### src/rtl/acc_core.sv
// Accumulator microcontroller core: 16-bit instruction memory, DW-bit data
// memory and register file, six-state fetch/execute sequencer with
// ready/valid input and output handshakes.
module acc_core #(
  parameter int DW = 8,
  parameter int AW = 6,
  parameter int RW = 3
) (
  input  logic          Clock,
  input  logic          Reset,
  input  logic          Start,
  input  logic          Prog_we,
  input  logic [AW-1:0] Prog_addr,
  input  logic [15:0]   Prog_data,
  input  logic [DW-1:0] Input,
  input  logic          In_valid,
  output logic          In_ready,
  output logic [DW-1:0] Output,
  output logic          Out_valid,
  input  logic          Out_ready,
  output logic          Busy,
  output logic          Halted,
  output logic          Aeq0,
  output logic          Apos
);

  typedef enum logic [2:0] {
    IDLE     = 3'd0,
    FETCH    = 3'd1,
    EXEC     = 3'd2,
    WAIT_IN  = 3'd3,
    WAIT_OUT = 3'd4,
    HALTED   = 3'd5
  } state_t;

  typedef enum logic [3:0] {
    OP_NOP  = 4'h0,
    OP_LDA  = 4'h1,
    OP_STA  = 4'h2,
    OP_LDR  = 4'h3,
    OP_STR  = 4'h4,
    OP_ADD  = 4'h5,
    OP_SUB  = 4'h6,
    OP_LDI  = 4'h7,
    OP_IN   = 4'h8,
    OP_OUT  = 4'h9,
    OP_JZ   = 4'hA,
    OP_JP   = 4'hB,
    OP_JMP  = 4'hC,
    OP_JR   = 4'hD,
    OP_INC  = 4'hE,
    OP_HALT = 4'hF
  } op_t;

  localparam int NWORDS = 2**AW;
  localparam int NREGS  = 2**RW;

  // Architectural state
  state_t        r_state;
  logic [AW-1:0] r_pc;
  logic [15:0]   r_ir;
  logic [DW-1:0] r_a;
  logic [DW-1:0] r_out;
  logic [DW-1:0] r_rf   [NREGS];
  logic [15:0]   r_imem [NWORDS];
  logic [DW-1:0] r_dmem [NWORDS];

  // Decoded instruction fields
  op_t             w_op;
  logic [RW-1:0]   w_r;
  logic [AW-1:0]   w_addr;
  logic signed [7:0] w_imm8;
  logic [DW-1:0]   w_imm;
  logic [DW-1:0]   w_rval;
  logic [DW-1:0]   w_dval;
  logic            w_aeq0;
  logic            w_apos;
  logic            w_unused;

  // Next-state / control strobes
  state_t        w_state_nxt;
  logic [AW-1:0] w_pc_nxt;
  logic [DW-1:0] w_a_nxt;
  logic          w_ir_ld;
  logic          w_out_ld;
  logic          w_rf_we;
  logic          w_dmem_we;
  logic          w_imem_we;

  assign w_op   = op_t'(r_ir[15:12]);
  assign w_r    = r_ir[8+RW-1:8];
  assign w_addr = r_ir[AW-1:0];
  assign w_imm8 = r_ir[7:0];
  // Signed cast: sign-extends when DW > 8, truncates when DW < 8.
  assign w_imm  = DW'(w_imm8);
  assign w_rval = r_rf[w_r];
  assign w_dval = r_dmem[w_addr];
  // IR bits above the register-select field are never decoded.
  assign w_unused = &{1'b0, r_ir[11:8+RW]};

  assign w_aeq0 = (r_a == '0);
  assign w_apos = !w_aeq0 && !r_a[DW-1];

  assign Aeq0      = w_aeq0;
  assign Apos      = w_apos;
  assign Output    = r_out;
  assign In_ready  = (r_state == WAIT_IN);
  assign Out_valid = (r_state == WAIT_OUT);
  assign Halted    = (r_state == HALTED);
  assign Busy      = (r_state == FETCH) || (r_state == EXEC) ||
                     (r_state == WAIT_IN) || (r_state == WAIT_OUT);

  // Sequencer: next state and datapath control for the current state
  always_comb begin
    w_state_nxt = r_state;
    w_pc_nxt    = r_pc;
    w_a_nxt     = r_a;
    w_ir_ld     = 1'b0;
    w_out_ld    = 1'b0;
    w_rf_we     = 1'b0;
    w_dmem_we   = 1'b0;
    w_imem_we   = 1'b0;
    case (r_state)
      IDLE, HALTED: begin
        w_imem_we = Prog_we;
        if (Start) begin
          w_state_nxt = FETCH;
          w_pc_nxt    = '0;
        end
      end
      FETCH: begin
        w_ir_ld     = 1'b1;
        w_pc_nxt    = r_pc + AW'(1);
        w_state_nxt = EXEC;
      end
      EXEC: begin
        w_state_nxt = FETCH;
        case (w_op)
          OP_NOP:  ;
          OP_LDA:  w_a_nxt = w_dval;
          OP_STA:  w_dmem_we = 1'b1;
          OP_LDR:  w_a_nxt = w_rval;
          OP_STR:  w_rf_we = 1'b1;
          OP_ADD:  w_a_nxt = r_a + w_rval;
          OP_SUB:  w_a_nxt = r_a - w_rval;
          OP_LDI:  w_a_nxt = w_imm;
          OP_IN:   w_state_nxt = WAIT_IN;
          OP_OUT: begin
            w_out_ld    = 1'b1;
            w_state_nxt = WAIT_OUT;
          end
          OP_JZ:   if (w_aeq0) w_pc_nxt = w_addr;
          OP_JP:   if (w_apos) w_pc_nxt = w_addr;
          OP_JMP:  w_pc_nxt = w_addr;
          OP_JR:   w_pc_nxt = r_pc + r_ir[AW-1:0];
          OP_INC:  w_a_nxt = r_a + DW'(1);
          OP_HALT: w_state_nxt = HALTED;
          default: ;
        endcase
      end
      WAIT_IN: begin
        if (In_valid) begin
          w_a_nxt     = Input;
          w_state_nxt = FETCH;
        end
      end
      WAIT_OUT: begin
        if (Out_ready) w_state_nxt = FETCH;
      end
      default: w_state_nxt = IDLE;
    endcase
  end

  // Sequencer state register
  always_ff @(posedge Clock or negedge Reset) begin
    if (!Reset) r_state <= IDLE;
    else        r_state <= w_state_nxt;
  end

  // PC, IR, accumulator and output register
  always_ff @(posedge Clock or negedge Reset) begin
    if (!Reset) begin
      r_pc  <= '0;
      r_ir  <= '0;
      r_a   <= '0;
      r_out <= '0;
    end else begin
      r_pc <= w_pc_nxt;
      r_a  <= w_a_nxt;
      if (w_ir_ld)  r_ir  <= r_imem[r_pc];
      if (w_out_ld) r_out <= r_a;
    end
  end

  // Register file, cleared by reset
  always_ff @(posedge Clock or negedge Reset) begin
    if (!Reset) begin
      for (int unsigned i = 0; i < NREGS; i++) r_rf[i] <= '0;
    end else if (w_rf_we) begin
      r_rf[w_r] <= r_a;
    end
  end

  // Instruction and data memories: synchronous write, contents survive reset
  always_ff @(posedge Clock) begin
    if (w_imem_we) r_imem[Prog_addr] <= Prog_data;
    if (w_dmem_we) r_dmem[w_addr]    <= r_a;
  end

endmodule

### config.mk
export PLATFORM = sky130hd
export DESIGN_NAME = acc_core
export DESIGN_NICKNAME = d
export VERILOG_FILES = /design/src/rtl/acc_core.sv
export SDC_FILE = /design/constraint.sdc
export NUM_CORES = 2
export LEC_CHECK = 0
export CAP_MARGIN = 40
export CORE_UTILIZATION = 35
export CTS_CLUSTER_DIAMETER = 200
export DETAILED_ROUTE_END_ITERATION = 7
export GPL_TIMING_DRIVEN = 0
export HOLD_SLACK_MARGIN = 0.12
export PLACE_DENSITY = 0.49
export RECOVER_POWER = 50
export SETUP_SLACK_MARGIN = 0.2
export SLEW_MARGIN = 15
export SYNTH_ARGS = -nofsm -noshare
export SYNTH_HDL_FRONTEND = slang
export SYNTH_SLANG_ARGS = --single-unit
### constraint.sdc
create_clock -name Clock -period 3.6 [get_ports Clock]
set_input_delay 0.36 -clock Clock [delete_from_list [all_inputs] [get_ports Clock]]
set_output_delay 0.36 -clock Clock [all_outputs]
set_load 0.005 [all_outputs]
==> flow_summary.yaml <==
status:
  status: "complete, but fails checks"
  violations: "capacitance limit, slew limit, setup timing"
global_route:
  grt_pass1_wl_um: 264400
  overflow: 0
  antenna_found_initial: 5
  grt_pass1_vias: 33460
  grt_usage_pct: 21.03
  grt_max_degree: 65
critical_path:
  endpoint_kind: "flop"
  reg2reg_from: "r_ir[8]"
  cp.arrival_ns: 4.40
  critical_path_class: "flop to flop"
  crit_path_max_fanout: 6
  cp-startpoint: "r_ir[8]"
  ff2ff_path_depth: 15
  cp-start-kind: "flop"
  required_ns: 4.29
power:
  total_leakage_power_nw: 23.79
  power_frac_comb_pct: 33.0
  powerDensity_nw_per_um2: 776.2
  clkPwrFrac_pct: 28.9
  peakVddDrop_uv: 485.0
  seq_power_share_pct: 38.1
  internal-power_mw: 38.17
  p_switching_mw: 19.52
  swShare_pct: 33.84
drt:
  wl_um: 188300
  vias: 33440
  post_drt_wl_per_cell_um: 31.17
  drc: 0
  dr.pass1.iters: 5
  drtAntennaViolNets: 0
  via_per_inst: 5.535
  dr.first_iter.drc_count: 3726
  top_layer_used: "met4"
  route.met2.wl_um: 88910
  met1Wirelength_um: 81180
  wl_met3_um: 12850
sta:
  tightest_slew_ns: 3.413
  worst_slack_ns: -0.1060
  clock_skew_ns: 0.02597
  hold_viol: 0
  setup-tns-final_ns: -0.1060
  fin_crit_sh_pct: 102.9
  rsz0062_at_grt: "true"
  finalSetupViolations: 1
  slew-limit-headroom_pct: -127.5
  clock.fmax_mhz: 269.8
  fin_crit_ns: 3.706
  maxSlewViolCount: 920
yosys:
  yosysTopAreaCell: "edfxtp_1"
  seq_area_frac_synth_pct: 75.77
  synth_top_flop_cell: "edfxtp_1"
  synth_cells: 3108
  synth_nets: 3160
  ys_types: 84
  synth_top_cell_area_share_pct: 71.55
  syn_avg_cell_area_um2: 19.88
  synth-seq-cells: 1576
  synth-edff-count: 1472
  netlist_area_um2: 61770
  async_flop_share_pct: 6.599
  yosysWarningCount: 0
  synth_area_leaders: "edfxtp_1 72%, mux4_2 12%, dfrtp_1 4.2%, a22oi_1 2.1%, nor2_1 1.1%"
clocking:
  clk_pin_slew_ns: 0.06
  cts.path.max_buffers: 3
  clk_latency_ns: 0.82
  clock-sinks: 1576
  cts-root-buf: "clkbuf_16"
  h-tree-depth: 4
  numCtsBuffers: 168
  cts_tree: "yes"
die:
  start_util_pct: 35.38
  num_io_pins: 50
  dieWidth_um: 422.1
  rows: 153
  fp.dieH_um: 422.1
  die_area_um2: 178200
  core_area_um2: 174600
placed_design:
  place.gp.congestion: 0.8607
  io_buffers: 45
  dp_hpwl_um: 126200
  dp_slack_ns: -0.9100
  place_area_um2: 67710
layout:
  post-route-util_pct: 42.57
  stdcell_area_um2: 74320
  synthToLayoutAreaGrowth_pct: 20.31
  fillers: 15400
  drive_gt1_share_pct: 30.57
  nets: 3627
job:
  max_cap_viol_count: 16
hold_path:
  hold_class: "primary input to flop"
  holdPathStages: 3
  hold_path_startpoint: "Input[0]"
final timing paths:
kind                            end  slack (ns)
setup / recovery             r_a[7]       -0.11
hold / removal               r_a[0]        0.20
setup reg to reg             r_a[7]       -0.11
hold reg to reg            r_rf[58]        0.48
max in group asynchronous    r_a[4]        0.41
min in group asynchronous  r_rf[49]        1.06
flip-flops by register name (all words and copies together), names as in the netlist:
register / flops
r_pc: 6
r_a: 8
r_imem: 960
r_state: 3
r_ir: 15
r_dmem: 512
Output: 8
r_rf: 64
synth_stat cells (6+ instances only):
cell type,n
clkbuf_1,126
nand3_1,25
o31ai_1,6
buf_2,36
a2111oi_0,10
mux2i_1,32
nand4_1,6
ha_1,14
o211ai_1,6
buf_1,22
a22o_1,16
nor3_1,9
a22oi_1,169
nor4_1,7
o22ai_1,6
dfrtp_1,104
nand2b_1,12
and2_1,8
nand2_1,121
a21oi_1,48
mux2_2,42
o21ai_1,14
nor2_1,175
mux4_2,330
inv_1,17
a41oi_1,33
a221oi_1,17
mux2_1,34
nor3b_1,7
xnor2_1,9
o21ai_0,31
and3_1,8
edfxtp_1,1472
nor2b_1,13
a31oi_1,11
nand3b_1,9
layer usage:
metal,vias to the layer above,GRT usage (%)
met4,0,6.274
met1,17920,29.69
met3,294,3.636
met2,1317,33.31
li1,13920,-
met5,-,0
cell families after synthesis:
family | after synthesis | synth area share [%]
fa+ha+maj | 16 | 0.3484
flops | 1576 | 75.77
compound gates | 416 | 4.896
mux | 442 | 14.07
simple gates | 441 | 3.395
xor+xnor | 11 | 0.1560
buf+inv | 206 | 1.363
placed cells by master, fill, tap and decap left out, types with 29 or more instances in the layout:
cell	n
clkbuf_2	37
mux2i_1	31
a22oi_1	169
mux2_2	42
buf_6	94
clkbuf_16	171
nand2_1	111
edfxtp_1	1472
clkdlybuf4s50_1	29
clkinv_1	40
nor2_2	76
mux2_1	33
dfrtp_1	92
buf_8	59
nor2_4	36
nor2_1	63
clkbuf_1	129
a21oi_1	42
clkinv_2	31
buf_4	86
mux4_2	330
per-stage QoR:
step | std cells | power (mW) | hold slack [ns]
floorplan | 3108 | 31.52 | 0.06441
global placement | 5478 | 39.19 | 0.4599
detailed placement | 5675 | 39.98 | 0.3537
CTS | 6022 | 57.64 | 0.1248
global route | 6035 | 59.51 | 0.1953
finish | 6042 | 57.69 | 0.2004
power by group through the flow:
stage	Sequential (mW)	Clock, mW	Combinational, mW
after global routing	22.0	17.7	19.8
after detailed placement	22.6	0	17.4
after floorplan	22.2	0	9.33
after CTS	22.0	17.0	18.7
final	22.0	16.7	19.0
after global placement	22.9	0	16.3
area by class of cell:
| cell class | count | area (um2) | area share, % |
|---|---|---|---|
| clock inverter | 94 | 760.7 | 1.024 |
| clock buffer | 211 | 4459 | 6.000 |
| buffer | 186 | 1065 | 1.433 |
| inverter | 20 | 78.83 | 0.1061 |
| sequential | 1576 | 46830 | 63.02 |
| antenna | 7 | 17.52 | 0.02357 |
| tap | 2325 | 2909 | 3.914 |
| multi-input combinational | 1326 | 14980 | 20.16 |
| timing repair buffer | 297 | 3214 | 4.325 |
repair_timing:
item	4_1_cts	5_1_grt
gates cloned	1	0
endpoints found under the hold margin	258	0
resized for setup	218	71
pin swaps	32	17
setup endpoints to repair	1221	184
hold buffers	11	0
setup buffers	30	7
critical path: stages, from the launching register on:
cell,delay [ns]
dfrtp_1,0.34
buf_6,0.13
buf_12,0.12
mux4_2,0.53
mux2i_4,0.22
ha_4,0.23
nor2b_1,0.12
o21a_1,0.22
ha_4,0.22
a21oi_2,0.15
o211ai_1,0.17
a2111oi_2,0.39
nor3_1,0.11
xnor2_1,0.15
nor3b_2,0.17
a211o_1,0.33
(Power assumes the default switching activity.)
